$ cat config.mk
export PLATFORM = sky130hd
export DESIGN_NAME = win_line_scanner_flat
export DESIGN_NICKNAME = d
export VERILOG_FILES = /design/src/rtl/win_line_scanner_if.sv /design/src/rtl/win_line_scanner.sv /design/src/flat_wrapper.sv
export SDC_FILE = /design/constraint.sdc
export NUM_CORES = 1
export LEC_CHECK = 0
export ABC_AREA = 1
export CORE_MARGIN = 2
export CORE_UTILIZATION = 41
export CTS_CLUSTER_DIAMETER = 40
export CTS_CLUSTER_SIZE = 25
export DETAILED_ROUTE_END_ITERATION = 10
export PLACE_DENSITY = 0.54
export REMOVE_ABC_BUFFERS = 1
export SLEW_MARGIN = 20
export SYNTH_ARGS = -nofsm -noshare
export SYNTH_HDL_FRONTEND = slang
export SYNTH_SLANG_ARGS = --single-unit
$ cat constraint.sdc
create_clock -name clk -period 13.15 [get_ports clk]
set_input_delay 1.9725 -clock clk [delete_from_list [all_inputs] [get_ports clk]]
set_output_delay 1.9725 -clock clk [all_outputs]
set_load 0.02 [all_outputs]
$ cat src/rtl/win_line_scanner_if.sv
// Check-request and board-read signals of the win-line scanner.
// master: requester plus board memory; slave: the scanner itself.
interface win_line_scanner_if #(
    parameter int RW = 3,
    parameter int CW = 3
) ();
    logic          start;
    logic [RW-1:0] row;
    logic [CW-1:0] col;
    logic          rd_en;
    logic [RW-1:0] rd_row;
    logic [CW-1:0] rd_col;
    logic [1:0]    rd_data;
    logic          busy;
    logic          done;
    logic [1:0]    winner;
    logic [1:0]    win_axis;
    logic          bad_coord;

    modport master (
        output start, row, col, rd_data,
        input  rd_en, rd_row, rd_col, busy, done, winner, win_axis, bad_coord
    );

    modport slave (
        input  start, row, col, rd_data,
        output rd_en, rd_row, rd_col, busy, done, winner, win_axis, bad_coord
    );
endinterface

$ cat src/rtl/win_line_scanner.sv
// Scans the four lines through an origin cell for a run of WIN_LEN equal pieces.
// Each axis is walked as a + ray then a - ray; the board is a 1-cycle-latency RAM.
module win_line_scanner #(
    parameter int ROWS    = 6,
    parameter int COLS    = 7,
    parameter int WIN_LEN = 4,
    parameter int RW      = 3,
    parameter int CW      = 3
) (
    input  logic               clk,
    input  logic               rst_n,
    win_line_scanner_if.slave  bus
);
    localparam int KW = $clog2(WIN_LEN);
    localparam int NW = $clog2(WIN_LEN + 1);

    typedef enum logic [2:0] {
        StIdle, StOrigin, StOriginChk, StProbe, StEval, StDone
    } state_e;

    state_e        state_q;
    logic [RW-1:0] row_q;
    logic [CW-1:0] col_q;
    logic [1:0]    ref_q;
    logic [NW-1:0] run_q;
    logic [KW-1:0] k_q;
    logic [1:0]    axis_q;
    logic          neg_q;
    logic          rd_en_q;
    logic [RW-1:0] rd_row_q;
    logic [CW-1:0] rd_col_q;
    logic          busy_q;
    logic          done_q;
    logic [1:0]    winner_q;
    logic [1:0]    win_axis_q;
    logic          bad_q;

    // Returns {in_bounds, row, col} of origin + k*step. Arithmetic is done at int width so a
    // cell off either edge can never alias back onto the board.
    function automatic logic [RW+CW:0] probe_cell(input logic [RW-1:0] r0,
                                                  input logic [CW-1:0] c0,
                                                  input logic [1:0]    ax,
                                                  input logic          neg,
                                                  input logic [KW-1:0] k);
        int   dr, dc, rr, cc;
        logic inb;
        dr = (ax == 2'd1) ? 0 : 1;
        dc = (ax == 2'd0) ? 0 : ((ax == 2'd3) ? -1 : 1);
        if (neg) begin
            dr = -dr;
            dc = -dc;
        end
        rr  = int'(r0) + dr * int'(k);
        cc  = int'(c0) + dc * int'(k);
        inb = (rr >= 0) && (rr < ROWS) && (cc >= 0) && (cc < COLS);
        return {inb, rr[RW-1:0], cc[CW-1:0]};
    endfunction

    logic [RW+CW:0] cell_first, cell_cont, cell_ray;
    logic [1:0]     nr_axis;
    logic           nr_neg;
    logic [NW-1:0]  run_inc;
    logic           ray_end;

    // Candidate probe addresses for every way of entering PROBE, and the ray-end condition.
    always_comb begin
        nr_axis    = neg_q ? axis_q + 2'd1 : axis_q;
        nr_neg     = ~neg_q;
        run_inc    = run_q + NW'(1);
        cell_first = probe_cell(row_q, col_q, 2'd0, 1'b0, KW'(1));
        cell_cont  = probe_cell(row_q, col_q, axis_q, neg_q, k_q + KW'(1));
        cell_ray   = probe_cell(row_q, col_q, nr_axis, nr_neg, KW'(1));
        // In PROBE, rd_en_q low means the precomputed cell was off the board.
        ray_end    = ((state_q == StProbe) && !rd_en_q) ||
                     ((state_q == StEval) && (bus.rd_data != ref_q));
    end

    // Scanner FSM; all outputs are registered and the read address is set on entry to a state.
    always_ff @(posedge clk or negedge rst_n) begin
        if (!rst_n) begin
            state_q    <= StIdle;
            row_q      <= '0;
            col_q      <= '0;
            ref_q      <= 2'b00;
            run_q      <= '0;
            k_q        <= '0;
            axis_q     <= 2'd0;
            neg_q      <= 1'b0;
            rd_en_q    <= 1'b0;
            rd_row_q   <= '0;
            rd_col_q   <= '0;
            busy_q     <= 1'b0;
            done_q     <= 1'b0;
            winner_q   <= 2'b00;
            win_axis_q <= 2'd0;
            bad_q      <= 1'b0;
        end else if (ray_end) begin
            rd_en_q <= 1'b0;
            if (neg_q && (axis_q == 2'd3)) begin
                state_q <= StDone;
                done_q  <= 1'b1;
            end else begin
                axis_q  <= nr_axis;
                neg_q   <= nr_neg;
                k_q     <= KW'(1);
                // The - ray extends the + ray's run; a new axis starts from the origin alone.
                if (neg_q) run_q <= NW'(1);
                rd_en_q <= cell_ray[RW+CW];
                if (cell_ray[RW+CW]) begin
                    rd_row_q <= cell_ray[RW+CW-1:CW];
                    rd_col_q <= cell_ray[CW-1:0];
                end
                state_q <= StProbe;
            end
        end else begin
            unique case (state_q)
                StIdle: begin
                    if (bus.start) begin
                        row_q      <= bus.row;
                        col_q      <= bus.col;
                        winner_q   <= 2'b00;
                        win_axis_q <= 2'd0;
                        bad_q      <= 1'b0;
                        busy_q     <= 1'b1;
                        state_q    <= StOrigin;
                        // Origin read strobe is raised here so it is live during ORIGIN.
                        if ((int'(bus.row) < ROWS) && (int'(bus.col) < COLS)) begin
                            rd_en_q  <= 1'b1;
                            rd_row_q <= bus.row;
                            rd_col_q <= bus.col;
                        end
                    end
                end
                StOrigin: begin
                    rd_en_q <= 1'b0;
                    if ((int'(row_q) >= ROWS) || (int'(col_q) >= COLS)) begin
                        bad_q   <= 1'b1;
                        done_q  <= 1'b1;
                        state_q <= StDone;
                    end else begin
                        state_q <= StOriginChk;
                    end
                end
                StOriginChk: begin
                    ref_q <= bus.rd_data;
                    if (bus.rd_data == 2'b00) begin
                        done_q  <= 1'b1;
                        state_q <= StDone;
                    end else begin
                        run_q   <= NW'(1);
                        axis_q  <= 2'd0;
                        neg_q   <= 1'b0;
                        k_q     <= KW'(1);
                        rd_en_q <= cell_first[RW+CW];
                        if (cell_first[RW+CW]) begin
                            rd_row_q <= cell_first[RW+CW-1:CW];
                            rd_col_q <= cell_first[CW-1:0];
                        end
                        state_q <= StProbe;
                    end
                end
                StProbe: begin
                    rd_en_q <= 1'b0;
                    state_q <= StEval;
                end
                StEval: begin
                    // Only a matching cell reaches here; a mismatch is a ray end.
                    run_q <= run_inc;
                    if (run_inc == NW'(WIN_LEN)) begin
                        winner_q   <= ref_q;
                        win_axis_q <= axis_q;
                        done_q     <= 1'b1;
                        state_q    <= StDone;
                    end else begin
                        k_q     <= k_q + KW'(1);
                        rd_en_q <= cell_cont[RW+CW];
                        if (cell_cont[RW+CW]) begin
                            rd_row_q <= cell_cont[RW+CW-1:CW];
                            rd_col_q <= cell_cont[CW-1:0];
                        end
                        state_q <= StProbe;
                    end
                end
                StDone: begin
                    done_q  <= 1'b0;
                    busy_q  <= 1'b0;
                    state_q <= StIdle;
                end
                default: state_q <= StIdle;
            endcase
        end
    end

    assign bus.rd_en     = rd_en_q;
    assign bus.rd_row    = rd_row_q;
    assign bus.rd_col    = rd_col_q;
    assign bus.busy      = busy_q;
    assign bus.done      = done_q;
    assign bus.winner    = winner_q;
    assign bus.win_axis  = win_axis_q;
    assign bus.bad_coord = bad_q;
endmodule

$ cat src/flat_wrapper.sv
// flat-port wrapper written by rule: the top's interface ports become plain ports
module win_line_scanner_flat 
#(
    parameter int ROWS    = 6,
    parameter int COLS    = 7,
    parameter int WIN_LEN = 4,
    parameter int RW      = 3,
    parameter int CW      = 3
)
  (clk, rst_n, bus_start, bus_row, bus_col, bus_rd_data, bus_rd_en, bus_rd_row, bus_rd_col, bus_busy, bus_done, bus_winner, bus_win_axis, bus_bad_coord);
  win_line_scanner_if #(.RW(RW), .CW(CW)) bus_i ();
  input  logic clk;
  input  logic rst_n;
  input wire logic [$bits(bus_i.start)-1:0] bus_start;
  input wire logic [$bits(bus_i.row)-1:0] bus_row;
  input wire logic [$bits(bus_i.col)-1:0] bus_col;
  input wire logic [$bits(bus_i.rd_data)-1:0] bus_rd_data;
  output wire logic [$bits(bus_i.rd_en)-1:0] bus_rd_en;
  output wire logic [$bits(bus_i.rd_row)-1:0] bus_rd_row;
  output wire logic [$bits(bus_i.rd_col)-1:0] bus_rd_col;
  output wire logic [$bits(bus_i.busy)-1:0] bus_busy;
  output wire logic [$bits(bus_i.done)-1:0] bus_done;
  output wire logic [$bits(bus_i.winner)-1:0] bus_winner;
  output wire logic [$bits(bus_i.win_axis)-1:0] bus_win_axis;
  output wire logic [$bits(bus_i.bad_coord)-1:0] bus_bad_coord;
  assign bus_i.start = bus_start;
  assign bus_i.row = bus_row;
  assign bus_i.col = bus_col;
  assign bus_i.rd_data = bus_rd_data;
  assign bus_rd_en = bus_i.rd_en;
  assign bus_rd_row = bus_i.rd_row;
  assign bus_rd_col = bus_i.rd_col;
  assign bus_busy = bus_i.busy;
  assign bus_done = bus_i.done;
  assign bus_winner = bus_i.winner;
  assign bus_win_axis = bus_i.win_axis;
  assign bus_bad_coord = bus_i.bad_coord;
  win_line_scanner #(.ROWS(ROWS), .COLS(COLS), .WIN_LEN(WIN_LEN), .RW(RW), .CW(CW)) u_core (.clk(clk), .rst_n(rst_n), .bus(bus_i));
endmodule
Yosys cells after proc, flatten, opt, wreduce, memory -nomap -nowiden
Index checks and enable logic that the tools add are counted.
{"block": "op_classes", "add_sub_neg": 12, "mul": 2, "n_lt_le_gt_ge": 16, "n_eq_ne": 28, "n_mux": 78, "n_bitwise": 2, "n_reduce_logical": 40}
{"operator": "2-to-1 mux 32 bit", "count": 8}
{"operator": "greater-or-equal comparator 32 x 1 -> 1 bit (second input constant)", "count": 5}
{"operator": "< comparator 32 x 4 -> 1 bit (second input constant)", "count": 5}
{"operator": "adder 4 x 32 -> 32 bit", "count": 4}
{"operator": "negation 32 bit", "count": 4}
{"operator": "2-to-1 mux 3 bit", "count": 28}
{"operator": "multiplier 32 x 3 -> 32 bit", "count": 2}
{"operator": "2-to-1 mux 2 bit", "count": 12}
{"operator": "2-to-1 mux 1 bit", "count": 19}
{"operator": "one-hot mux 3 bit (3 select lines)", "count": 2}
{"operator": "AND reduction 4 bit", "count": 4}
{"operator": "inequality test 3 x 1 -> 1 bit (second input constant)", "count": 5}
{"operator": "one-hot mux 3 bit (5 select lines)", "count": 1}
{"operator": "logical AND 1 bit", "count": 13}
{"operator": "inequality test 3 x 2 -> 1 bit (second input constant)", "count": 4}
{"operator": "one-hot mux 2 bit (2 select lines)", "count": 3}
{"operator": "AND reduction 5 bit", "count": 2}
{"operator": "nonzero test 5 bit", "count": 2}
{"operator": "equality test 3 bit (second input constant)", "count": 3}
{"operator": "< comparator 3 bit (second input constant)", "count": 3}
{"operator": "AND reduction 3 bit", "count": 3}
{"operator": "AND reduction 9 bit", "count": 1}
{"operator": "inequality test 2 x 1 -> 1 bit (second input constant)", "count": 4}
{"operator": "inequality test 2 bit (second input constant)", "count": 4}
{"operator": "other kinds (23)", "count": 37}
{"block": "word_totals", "regBits": 33, "input_bits": 11, "output_inout_bits": 14, "elab_cells": 194}

Longest topological paths before layout
{"block": "logic_depth", "depth_word": 14, "mapped_depth": 30}

Worst setup path after synthesis
OpenSTA, ideal clock, no wires.
{"block": "synth_path", "path_type": "register to register", "startpoint": "reg u_core.axis_q[0]", "endpoint": "reg u_core.rd_col_q[0], in the netlist u_core.bus.rd_col[0]", "arrival_ns": 4.720, "required_ns": 13.033, "slack_ns": 8.313, "path_stages_with_launch": 24, "path_buffers": 0, "period_less_slack_ns": 4.837, "cell_sequence": "dfrtp_1 inv_1 ha_1 nor2_1 a21oi_1 ha_1 inv_1 o21ai_0 inv_1 fa_1 inv_1 a21oi_1 ha_1 inv_1 nor2_1 nand3b_1 nor4_1 nand4_1 o21ai_0 nand3_1 nor2_2 nand2_4 nand2_1 nand2_1"}
{"block": "synth_via", "elab_chain_cells": 13, "word_cells_on_any_way": 53, "classes_between": "add/sub (9); mul (2); order compare (8); eq/ne (7); mux (17); reduce/logical (10)"}
{"element": "start, declared", "line": "win_line_scanner.sv:27", "source": "logic [1:0] axis_q;"}
{"element": "start signal, assigned", "line": "win_line_scanner.sv:103", "source": "axis_q <= nr_axis;"}
{"element": "branches (longest 13 deep; another with negation 32 bit)"}
{"element": "end signal, assigned", "line": "win_line_scanner.sv:111", "source": "rd_col_q <= cell_ray[CW-1:0];"}
{"element": "end signal, assigned", "line": "win_line_scanner.sv:130", "source": "rd_col_q <= bus.col;"}
{"element": "end signal, assigned", "line": "win_line_scanner.sv:157", "source": "rd_col_q <= cell_first[CW-1:0];"}
{"element": "end, declared", "line": "win_line_scanner.sv:31", "source": "logic [CW-1:0] rd_col_q;"}
Parallel ways; which one is timed is not known. The select of a mux whose other input is x is not followed.
A chain may end at the register's enable or synchronous reset.

Worst setup path after layout
{"block": "layout_path", "startpoint": "reg u_core.k_q[0]", "endpoint": "reg u_core.rd_row_q[1], in the netlist u_core.bus.rd_row[1]"}
{"block": "layout_via", "elab_chain_cells": 9, "word_cells_on_any_way": 18, "classes_between": "add/sub (3); mul (2); order compare (4); eq/ne (1); mux (4); reduce/logical (4)"}
{"element": "start, declared", "line": "win_line_scanner.sv:26", "source": "logic [KW-1:0] k_q;"}
{"element": "start signal, assigned", "line": "win_line_scanner.sv:175", "source": "k_q <= k_q + KW'(1);"}
{"element": "adder 2 x 1 -> 2 bit *", "line": "win_line_scanner.sv:71", "source": "cell_cont = probe_cell(row_q, col_q, axis_q, neg_q, k_q + KW'(1));"}
{"element": "multiplier 32 x 3 -> 32 bit", "line": "win_line_scanner.sv:53", "source": "rr = int'(r0) + dr * int'(k);"}
{"element": "adder 4 x 32 -> 32 bit", "line": "win_line_scanner.sv:53"}
{"element": "greater-or-equal comparator 32 x 1 -> 1 bit or < comparator 32 x 4 -> 1 bit (tied branches)", "line": "win_line_scanner.sv:55", "source": "inb = (rr >= 0) && (rr < ROWS) && (cc >= 0) && (cc < COLS);"}
{"element": "logical AND 1 bit (3 in series)", "line": "win_line_scanner.sv:55"}
{"element": "inequality test 3 x 1 -> 1 bit (no source line)"}
{"element": "AND reduction 9 bit (no source line)"}
{"element": "end signal, assigned", "line": "win_line_scanner.sv:110", "source": "rd_row_q <= cell_ray[RW+CW-1:CW];"}
{"element": "end signal, assigned", "line": "win_line_scanner.sv:129", "source": "rd_row_q <= bus.row;"}
{"element": "end signal, assigned", "line": "win_line_scanner.sv:156", "source": "rd_row_q <= cell_first[RW+CW-1:CW];"}
{"element": "end, declared", "line": "win_line_scanner.sv:30", "source": "logic [RW-1:0] rd_row_q;"}
Every way passes the cells marked *; elsewhere a longest branch is shown, timed or not. The select of a mux whose other input is x is not followed.

==> results.json <==
{
  "synth_edf_count": 0,
  "grt.overflow.total": 0,
  "powerDensity_mw_per_mm2": 271,
  "internal_power_mw": 0.694,
  "final_nets": 1005,
  "power_frac_clock_pct": 6.9,
  "ctsResizeCount": 0,
  "outcome": "completed",
  "via_count": 5497,
  "startpoint": "u_core.k_q[0]",
  "maxSlewHeadroom_pct": 41.3,
  "holdCritPathClass": "flop to flop",
  "irDropWorstVdd_mv": 0.144,
  "grt_usage_pct": 21.5,
  "postSynthCellCount": 865,
  "portBuffers": 24,
  "hpwl_um": 12600,
  "clock_latency_ns": 0.27,
  "cts_setup_buffers": 0,
  "worstMarginPinSlew_ns": 0.872,
  "drt_wl_total_um": 15100,
  "netlist_area_mm2": 0.00552,
  "switching_share_pct": 57.9,
  "die_h_um": 120,
  "path_clk_slew_ns": 0.05,
  "gp_congestion": 0.963,
  "cts_tree": "yes",
  "startpoint_type": "flop",
  "rsz0062_at_grt": "no",
  "crit_top_cell": "nand2_1",
  "reg2reg_from": "u_core.k_q[0]",
  "cp_data_arrival_time_ns": 5.55,
  "cts_buffers": 5,
  "syn_avg_cell_area_um2": 6.38,
  "drt_iter0_markers": 289,
  "yosysSeqAreaShare_pct": 15.0,
  "grt_pass1_wl_um": 25400,
  "most-common-layout-cells": "269 x nand2_1, 133 x inv_1, 93 x ha_1",
  "required_ns": 13.31,
  "pwr-share-comb_pct": 81.5,
  "hold_buffers": 0,
  "antenna_found_initial": 0,
  "slowest_stage": "fa_1",
  "grt_max_degree": 34,
  "fin_skew_ns": 0.00615,
  "io_pins": 25,
  "final-hold-violation-count": 0,
  "via_per_inst": 5.16,
  "p_seq_share_pct": 11.6,
  "postLayoutCellArea_mm2": 0.00609,
  "rows": 42,
  "start_util_pct": 41.8,
  "core_area_mm2": 0.0132,
  "maxCapViolCount": 0,
  "yosysWarnings": 0,
  "placed_area_mm2": 0.00594,
  "p_sw_mw": 0.954,
  "grt_pass1_vias": 5269,
  "power_leakage_nw": 3.43,
  "firstDrtPassIters": 5,
  "design.die.area_mm2": 0.0144,
  "area_growth_pct": 10.3,
  "die_w_um": 120,
  "synth_ff_type": "dfrtp_1",
  "final_max_slew_viol_count": 0,
  "final_common_cell": "nand2_1",
  "max_freq_ghz": 0.185,
  "tns_ns": 0,
  "drc": 0,
  "period_share_pct": 41.0,
  "fin_hold_ws_ns": 0.475,
  "cts_root_buf": "clkbuf_16",
  "end_kind": "flop",
  "power_mw": 1.65,
  "clock_path_buffers": 2,
  "path_class": "flop to flop",
  "slowest_delay_ns": 0.52,
  "synthArstFlopShare_pct": 100,
  "ys_ff_latch": 33,
  "clock_sinks": 33,
  "drive_above_1_share_pct": 5.85,
  "period_needed_ns": 5.39,
  "htree_levels": 2,
  "final_util_pct": 46.1,
  "wl_per_cell_um": 14.2,
  "crit_fanout": 7,
  "setup_viol": 0,
  "diodes": 0,
  "drtAntennaViolNets": 0,
  "synth_cell_types": 43,
  "worstHoldStart": "u_core.bus.bad_coord"
}
==> cells in the mapped netlist, types with 4 or more instances <==
library cell / count / area (um2)
nand2_4: 5 / 56.3
o21ai_0: 36 / 180
nand4_1: 15 / 93.8
nor2_4: 6 / 67.6
xnor2_1: 4 / 35.0
nand3_2: 4 / 40.0
ha_1: 93 / 1160
nand2_2: 4 / 25.0
o22ai_1: 9 / 56.3
buf_2: 5 / 25.0
fa_1: 12 / 240
nor3_1: 9 / 45.0
dfrtp_1: 33 / 826
nor2_1: 76 / 285
nand2_1: 269 / 1010
a21oi_2: 5 / 43.8
a21oi_1: 33 / 165
xor2_1: 5 / 43.8
nand3_1: 61 / 305
nor2_2: 7 / 43.8
inv_2: 8 / 30.0
inv_1: 133 / 499
==> flip-flops by register name (all words and copies together) (netlist names) <==
name,cells
u_core.neg_q,1
u_core.run_q,3
u_core.bus.rd_en,1
u_core.ref_q,2
u_core.bus.rd_row,3
u_core.bus.rd_col,3
u_core.col_q,3
u_core.state_q,3
u_core.k_q,2
u_core.bus.win_axis,2
u_core.axis_q,2
u_core.row_q,3
u_core.bus.winner,2
u_core.bus.bad_coord,1
u_core.bus.done,1
u_core.bus.busy,1
==> power groups by stage <==
stage / registers [mW] / clock network [mW] / logic [mW]
after detailed placement: 0.193 / 0 / 1.34
after floorplan: 0.198 / 0 / 0.964
after CTS: 0.192 / 0.116 / 1.35
after global routing: 0.199 / 0.121 / 1.54
after global placement: 0.192 / 0 / 1.32
final: 0.192 / 0.113 / 1.34
==> routing by layer <==
layer / GRT usage [%] / share of wire (%) / vias up
met5: 0 / 0 / -
met4: 6.18 / 2.4 / 0
met3: 1.76 / 3.8 / 27
met2: 38.4 / 49 / 146
met1: 27.6 / 45 / 2530
li1: - / - / 2794
==> worst max-delay path: cells and delay by family, from the launching register on <==
| kind | cells | cell delay, ns |
|---|---|---|
| adders and majority gates | 5 | 1.79 |
| buffers and inverters | 1 | 0.06 |
| and+or+nand+nor | 18 | 2.24 |
| xor gates and xnor gates | 1 | 0.40 |
| AOI/OAI and AO/OA | 2 | 0.32 |
| DFF | 1 | 0.46 |
==> layout make-up <==
| cell class | instances | area (um2) |
|---|---|---|
| multi-input cells | 678 | 4090 |
| well taps | 176 | 220 |
| flip-flops and latches | 33 | 826 |
| repair buffers | 26 | 255 |
| clock buffers | 7 | 143 |
| inverters | 145 | 548 |
| fillers | 1396 | 7100 |
==> path summary, 6_finish.rpt <==
kind                                             end  slack (ns)  cells after the start
worst min register to register  u_core.bus.bad_coord        0.47                      2
worst max-delay path            u_core.bus.rd_row[1]        7.76                     27
min in group asynchronous       u_core.bus.rd_col[1]        2.11                      2
worst max register to register  u_core.bus.rd_row[1]        7.76                     27
worst min-delay path            u_core.bus.bad_coord        0.47                      2
max in group asynchronous           u_core.bus.rd_en       10.75                      2
==> metrics by stage <==
| step | worst slack, ns | instances |
|---|---|---|
| 6_report | 7.76 | 1065 |
| 5_1_grt | 7.29 | 1065 |
| 4_1_cts | 7.71 | 1065 |
| 3_5_place_dp | 7.75 | 1058 |
| 3_3_place_gp | 7.77 | 1058 |
| 2_1_floorplan | 8.31 | 856 |
==> cell families after synthesis <==
kind of cell	Yosys count	share of synthesized area [%]
xor gates and xnor gates	9	1.43
DFF	33	15.0
adders and majority gates	105	25.4
AOI/OAI and AO/OA	97	10.1
buffers and inverters	154	10.9
and+or+nand+nor	467	37.2
Note: power is estimated with default switching activity, not from simulation.
